<file path="config.mk">
export PLATFORM = sky130hd
export DESIGN_NAME = multicycle_control
export DESIGN_NICKNAME = d
export VERILOG_FILES = /design/src/rtl/multicycle_control.sv
export SDC_FILE = /design/constraint.sdc
export NUM_CORES = 1
export LEC_CHECK = 0
export BUFFER_PORTS_ARGS = -buffer_cell sky130_fd_sc_hd__buf_2
export CORE_MARGIN = 10
export CORE_UTILIZATION = 55
export DETAILED_ROUTE_END_ITERATION = 8
export HOLD_SLACK_MARGIN = 0.1
export PLACE_DENSITY_LB_ADDON = 0.2
export SLEW_MARGIN = 20
export SYNTH_ARGS = -nofsm -noshare
export SYNTH_HDL_FRONTEND = slang
export SYNTH_SLANG_ARGS = --single-unit
</file>
<file path="constraint.sdc">
create_clock -name clock -period 5.3 [get_ports clock]
set_input_delay 1.06 -clock clock [delete_from_list [all_inputs] [get_ports clock]]
set_output_delay 1.06 -clock clock [all_outputs]
set_load 0.005 [all_outputs]
</file>
<file path="src/rtl/multicycle_control.sv">
// Multicycle RV32 control FSM: sequences IDLE/FETCH/DECODE/EXEC/MEM/WB with a memory wait timeout.
// Define ILLEGAL_TRAP_EN to trap illegal opcodes; otherwise they retire as NOPs.
module multicycle_control #(
    parameter int unsigned ALUOP_W     = 2,
    parameter int unsigned MEM_TIMEOUT = 15,
    parameter int unsigned CNT_W       = 32
) (
    input  logic               clock,
    input  logic               reset,
    input  logic               run,
    input  logic [6:0]         opcode,
    input  logic               mem_ready,
    output logic               mem_req,
    output logic               mem_we,
    output logic               ir_write,
    output logic               pc_write,
    output logic               alu_src,
    output logic               mem_to_reg,
    output logic               reg_write,
    output logic               branch,
    output logic [ALUOP_W-1:0] alu_op,
    output logic [2:0]         state_o,
    output logic               mem_error,
    output logic               illegal_instr,
    output logic [CNT_W-1:0]   retired
);
    localparam int unsigned WAIT_W = $clog2(MEM_TIMEOUT + 1);

    typedef enum logic [2:0] {
        IDLE   = 3'd0,
        FETCH  = 3'd1,
        DECODE = 3'd2,
        EXEC   = 3'd3,
        MEM    = 3'd4,
        WB     = 3'd5,
        ERROR  = 3'd6,
        TRAP   = 3'd7
    } state_t;

    typedef enum logic [2:0] {
        CLS_NOP, CLS_R, CLS_I, CLS_LOAD, CLS_STORE, CLS_BRANCH, CLS_ILLEGAL
    } opClass_t;

    state_t            state, nextState;
    opClass_t          opClass, decClass;
    logic [WAIT_W-1:0] waitCnt;
    logic              waiting, timeoutHit, complete, useAlu;
    logic [1:0]        aluCode;

    always_comb begin
        case (opcode)
            7'b0110011: decClass = CLS_R;
            7'b0010011: decClass = CLS_I;
            7'b0000011: decClass = CLS_LOAD;
            7'b0100011: decClass = CLS_STORE;
            7'b1100011: decClass = CLS_BRANCH;
            default:    decClass = CLS_ILLEGAL;
        endcase
    end

    // Every exit from FETCH/MEM needs mem_ready (or goes to ERROR), so the counter is zero on entry.
    assign waiting    = ((state == FETCH) || (state == MEM)) && !mem_ready;
    assign timeoutHit = waiting && (waitCnt == WAIT_W'(MEM_TIMEOUT));

    always_ff @(posedge clock or posedge reset) begin
        if (reset) begin
            state   <= IDLE;
            opClass <= CLS_NOP;
            waitCnt <= '0;
            retired <= '0;
        end else begin
            state   <= nextState;
            if (state == DECODE) opClass <= decClass;
            waitCnt <= waiting ? waitCnt + WAIT_W'(1) : '0;
            if (complete) retired <= retired + CNT_W'(1);
        end
    end

    always_comb begin
        nextState = state;
        complete  = 1'b0;
        case (state)
            IDLE:   if (run) nextState = FETCH;
            FETCH: begin
                if (mem_ready)       nextState = DECODE;
                else if (timeoutHit) nextState = ERROR;
            end
            DECODE: begin
                if (decClass == CLS_ILLEGAL) begin
`ifdef ILLEGAL_TRAP_EN
                    nextState = TRAP;
`else
                    complete  = 1'b1;
`endif
                end else begin
                    nextState = EXEC;
                end
            end
            EXEC: begin
                case (opClass)
                    CLS_BRANCH:          complete  = 1'b1;
                    CLS_LOAD, CLS_STORE: nextState = MEM;
                    default:             nextState = WB;
                endcase
            end
            MEM: begin
                if (mem_ready) begin
                    if (opClass == CLS_LOAD) nextState = WB;
                    else                     complete  = 1'b1;
                end else if (timeoutHit) begin
                    nextState = ERROR;
                end
            end
            WB:      complete = 1'b1;
            default: nextState = state;
        endcase
        if (complete) nextState = run ? FETCH : IDLE;
    end

    always_comb begin
        mem_req    = 1'b0;
        mem_we     = 1'b0;
        ir_write   = 1'b0;
        pc_write   = 1'b0;
        mem_to_reg = 1'b0;
        reg_write  = 1'b0;
        branch     = 1'b0;
        mem_error  = 1'b0;
        useAlu     = 1'b0;
        case (state)
            FETCH: begin
                mem_req  = 1'b1;
                ir_write = mem_ready;
            end
            DECODE: pc_write = 1'b1;
            EXEC: begin
                useAlu = 1'b1;
                branch = (opClass == CLS_BRANCH);
            end
            MEM: begin
                useAlu  = 1'b1;
                mem_req = 1'b1;
                mem_we  = (opClass == CLS_STORE);
            end
            WB: begin
                useAlu     = 1'b1;
                reg_write  = 1'b1;
                mem_to_reg = (opClass == CLS_LOAD);
            end
            ERROR:   mem_error = 1'b1;
            default: ;
        endcase
    end

    always_comb begin
        alu_src = 1'b0;
        aluCode = 2'b00;
        if (useAlu) begin
            case (opClass)
                CLS_R:               aluCode = 2'b10;
                CLS_I:     begin alu_src = 1'b1; aluCode = 2'b11; end
                CLS_LOAD,
                CLS_STORE: begin alu_src = 1'b1; aluCode = 2'b00; end
                CLS_BRANCH:          aluCode = 2'b01;
                default: ;
            endcase
        end
        alu_op = ALUOP_W'(aluCode);
    end

    assign state_o = state;

`ifdef ILLEGAL_TRAP_EN
    assign illegal_instr = (state == TRAP);
`else
    assign illegal_instr = 1'b0;
`endif

endmodule

</file>
==> results list <==
- The run finished with clean final reports.
- RSZ-0062 raised after global routing: false
- Via count of the first global-routing pass: 1838
- Clock skew: 0.00592 ns
- Hold-fix buffers, CTS: 0
- The repair_antennas step left the layout with diodes totalling 0.
* Wire length of the first global-routing pass: 8880 um
- Number of levels in the clock H-tree: 2
* Reg2reg start: state_o[2]
- Worst r2r dst: retired[1]
* Final Routed Wirelength: 5140 um
- EDFF count, synth: 0
- The wire-length estimate of the detail-placed layout is 3760 um.
- The final max-slew violation count was 0.
* Initial antenna violation count: 0
- Sink count of the clock tree: 42
- For this run the aggregate overflow at the end of global routing stands at 0.
- Highest ir drop seen on vdd: 0.284 mV
* Main synth FF type: sky130_fd_sc_hd__dfrtp_1
* Synth Warn #: 0
- After clock tree synthesis, the clock-pin slew on the worst setup and hold paths is 0.08 ns.
* Fraction of the cycle the final worst path needs: 52.5%
- Summing internal, switching and leakage power gives 1.09 mW.
- The smallest clock period supported by the final layout is computed as 2.78 ns.
- With fillers left out, the area of the finished cells amounts to 2700 um^2.
- Synth-to-Final Area Change: 17.7%
- Data on the critical path arrives at its endpoint at 2.96 ns.
* Placed Area: 2610 um^2
- Aggregate global-route resource usage: 14.7%
- For the pin with the worst max-slew slack, the measured transition is 0.600 ns.
- The critical path ends at retired[1].
- Leakage power total: 1.08 nW
- For this block, the initial DRC count from the detailed router was 161.
* Final layout net count: 302
- Syn avg cell area: 9.84 um^2
- Worst slew margin relative to its limit: 59.9%
- Mapped Cells: 233
- Power Density: 402 nW/um^2
* Fillers: 359
- Worst Setup End Kind: flip-flop
- In the final layout, the share of cells above drive strength 1 is 28.6%.
* Worst Reg2Reg Path Length in Cells: 5
- After clock tree synthesis, the setup repair step added 0 buffers.
* Number of buffers between clock root and the deepest sink: 2
- Pin placement for this block handled 58 I/O pins.
* Type of the tightest min-delay check: reg2reg
- Startpoint types: input port
- Synthesis instantiated 45 different standard cells from the library.
* Fmax achieved: 0.359 GHz
- Setup violations remaining at the end of the flow were counted as 0.
- In the routed design, unresolved DRC markers number 0.
- After detailed routing, the average wire length per cell comes to 15.1 um.
- Final TNS setup: 0 ns
- Internal reg-to-reg setup slack: 2.86 ns
* Total clock buffers created by CTS: 5
* Pre-Repair DR Iteration Count: 4
- At the worst endpoint, the required time is 5.48 ns.
- Via total after detailed routing: 1853
- Tracing the worst setup path back leads to its startpoint at opcode[5].
* Number of input and output port buffers inserted: 56
- CTS resizes: 0
* Clock latency on the worst-skew pair: 0.29 ns
- Initial standard-cell utilization of the core: 56.9%
* Root buffer cell: sky130_fd_sc_hd__clkbuf_8
* Worst-path fanout max: 22
* Die Outline Area: 7150 um^2
- Entering global routing, the biggest net connects 43 pins.
* CTS tree: built
* Area of the core: 4030 um^2
* Die Ht: 84.6 um
- The hold violation count in the final report was 0.
- Via density per instance: 5.45
- Max-cap violations in this run came to 0.
- Chip Width: 84.6 um
- Post-synth net total: 246
- Synthesis inferred 42 register bits.
* Netlist area before placement: 2290 um^2
* Std cell rows: 23
- Category of the most critical setup path: in2reg
- Sequential area share after synthesis: 45.8%
* Global placer's final weighted congestion: 0.875
- ANT nets after route: 0
- Async SR Flop Fraction: 100%
[sequential cells by signal (all words and copies together) (netlist names)]
register  count
state_o       3
retired      32
opClass       3
waitCnt       4
[cells in the mapped netlist, types with 2 or more instances]
library cell / n / share of area, %
sky130_fd_sc_hd__a21oi_1: 6 / 1.3
sky130_fd_sc_hd__and3_1: 2 / 0.55
sky130_fd_sc_hd__and3b_1: 2 / 0.76
sky130_fd_sc_hd__buf_2: 4 / 0.87
sky130_fd_sc_hd__clkbuf_1: 3 / 0.49
sky130_fd_sc_hd__dfrtp_1: 42 / 46
sky130_fd_sc_hd__ha_1: 2 / 1.1
sky130_fd_sc_hd__inv_1: 5 / 0.82
sky130_fd_sc_hd__mux2_2: 2 / 0.98
sky130_fd_sc_hd__nand2_1: 28 / 4.6
sky130_fd_sc_hd__nand2b_1: 5 / 1.4
sky130_fd_sc_hd__nand3_1: 9 / 2.0
sky130_fd_sc_hd__nand4_1: 7 / 1.9
sky130_fd_sc_hd__nor2_1: 20 / 3.3
sky130_fd_sc_hd__nor2b_1: 2 / 0.55
sky130_fd_sc_hd__nor3_1: 22 / 4.8
sky130_fd_sc_hd__nor4_1: 2 / 0.55
sky130_fd_sc_hd__nor4_2: 8 / 4.4
sky130_fd_sc_hd__o21ai_0: 3 / 0.65
sky130_fd_sc_hd__xnor2_1: 7 / 2.7
sky130_fd_sc_hd__xor2_1: 28 / 11
[power breakdown]
| part | internal, mW | leakage, nW | switching (mW) | total, mW |
|---|---|---|---|---|
| Combinational | 0.171 | 0.602 | 0.237 | 0.409 |
| Clock | 0.105 | 0.0482 | 0.107 | 0.212 |
| Sequential | 0.377 | 0.432 | 0.0892 | 0.466 |
| Total | 0.653 | 1.08 | 0.433 | 1.09 |
[worst max-delay path, stage by stage]
cell and delay (ns):
sky130_fd_sc_hd__buf_2 0.11, sky130_fd_sc_hd__nor2b_1 0.24, sky130_fd_sc_hd__o2111ai_1 0.22, sky130_fd_sc_hd__a211oi_4 0.62
sky130_fd_sc_hd__buf_4 0.37, sky130_fd_sc_hd__mux2_1 0.34
[cell type report]
type	instances	area, um^2	area share [%]
clock buffer	7	86.3	3.20
inverter	7	27.5	1.02
clock inverter	1	5.00	0.185
timing repair buffer	58	295	10.9
tap	50	62.6	2.32
sequential	42	1050	38.9
multi-input combinational	175	1170	43.4
[cells in the final DEF, fill, tap and decap left out, drive strengths merged, types with 2 or more instances in the layout]
master / synthesis / routed
a211oi: 2 / 2
a21oi: 6 / 6
and3: 2 / 2
and3b: 2 / 2
buf: 6 / 58
clkbuf: 3 / 7
clkinv: 1 / 2
dfrtp: 42 / 42
ha: 2 / 2
inv: 6 / 6
mux2: 3 / 3
nand2: 28 / 28
nand2b: 6 / 6
nand3: 9 / 9
nand4: 7 / 7
nor2: 20 / 20
nor2b: 2 / 2
nor3: 23 / 23
nor3b: 2 / 2
nor4: 10 / 10
o21ai: 3 / 3
or2: 2 / 2
xnor2: 7 / 7
xor2: 28 / 28
[cell families (layout without fill, tap and decap cells)]
family,Yosys count,in the layout,share of synthesized area (%)
xor gates and xnor gates,35,35,13.4
and+or+nand+nor,116,116,28.4
buffers and inverters,16,73,3.38
DFF,42,42,45.8
other,1,1,0.164
adders and majority gates,2,2,1.09
AOI/OAI and AO/OA,17,17,5.84
muxes,4,4,1.91
[worst min-delay path by stage]
stage                from    endpoint  slack, ns  depth (start not counted)
3_5_place_dp   waitCnt[0]  waitCnt[0]       0.46                          1
2_1_floorplan  waitCnt[0]  waitCnt[0]       0.43                          1
4_1_cts        waitCnt[0]  waitCnt[0]       0.47                          1
5_1_grt        waitCnt[0]  waitCnt[0]       0.50                          1
6_report       waitCnt[0]  waitCnt[0]       0.47                          1
3_3_place_gp   waitCnt[0]  waitCnt[0]       0.45                          1
[metrics by stage]
step                      std cells  setup WS [ns]  hold WS [ns]  utilization (%)
after detailed placement        332           2.23         0.458             64.8
after CTS                       340           2.54         0.469             67.0
after global placement          332           2.29         0.452             64.8
after floorplan                 233           2.84         0.431                -
final                           340           2.52         0.467             67.0
after global routing            340           2.40         0.501             67.0
[metal layers]
| metal | wire [um] | vias to the layer above | track usage, % |
|---|---|---|---|
| met5 | 0 | - | 0 |
| met4 | 43 | 0 | 4.94 |
| met3 | 311 | 4 | 5.22 |
| met2 | 2390 | 50 | 22.7 |
| met1 | 2390 | 879 | 18.6 |
| li1 | - | 920 | - |
No activity file was read; power rests on OpenSTA's default activity.
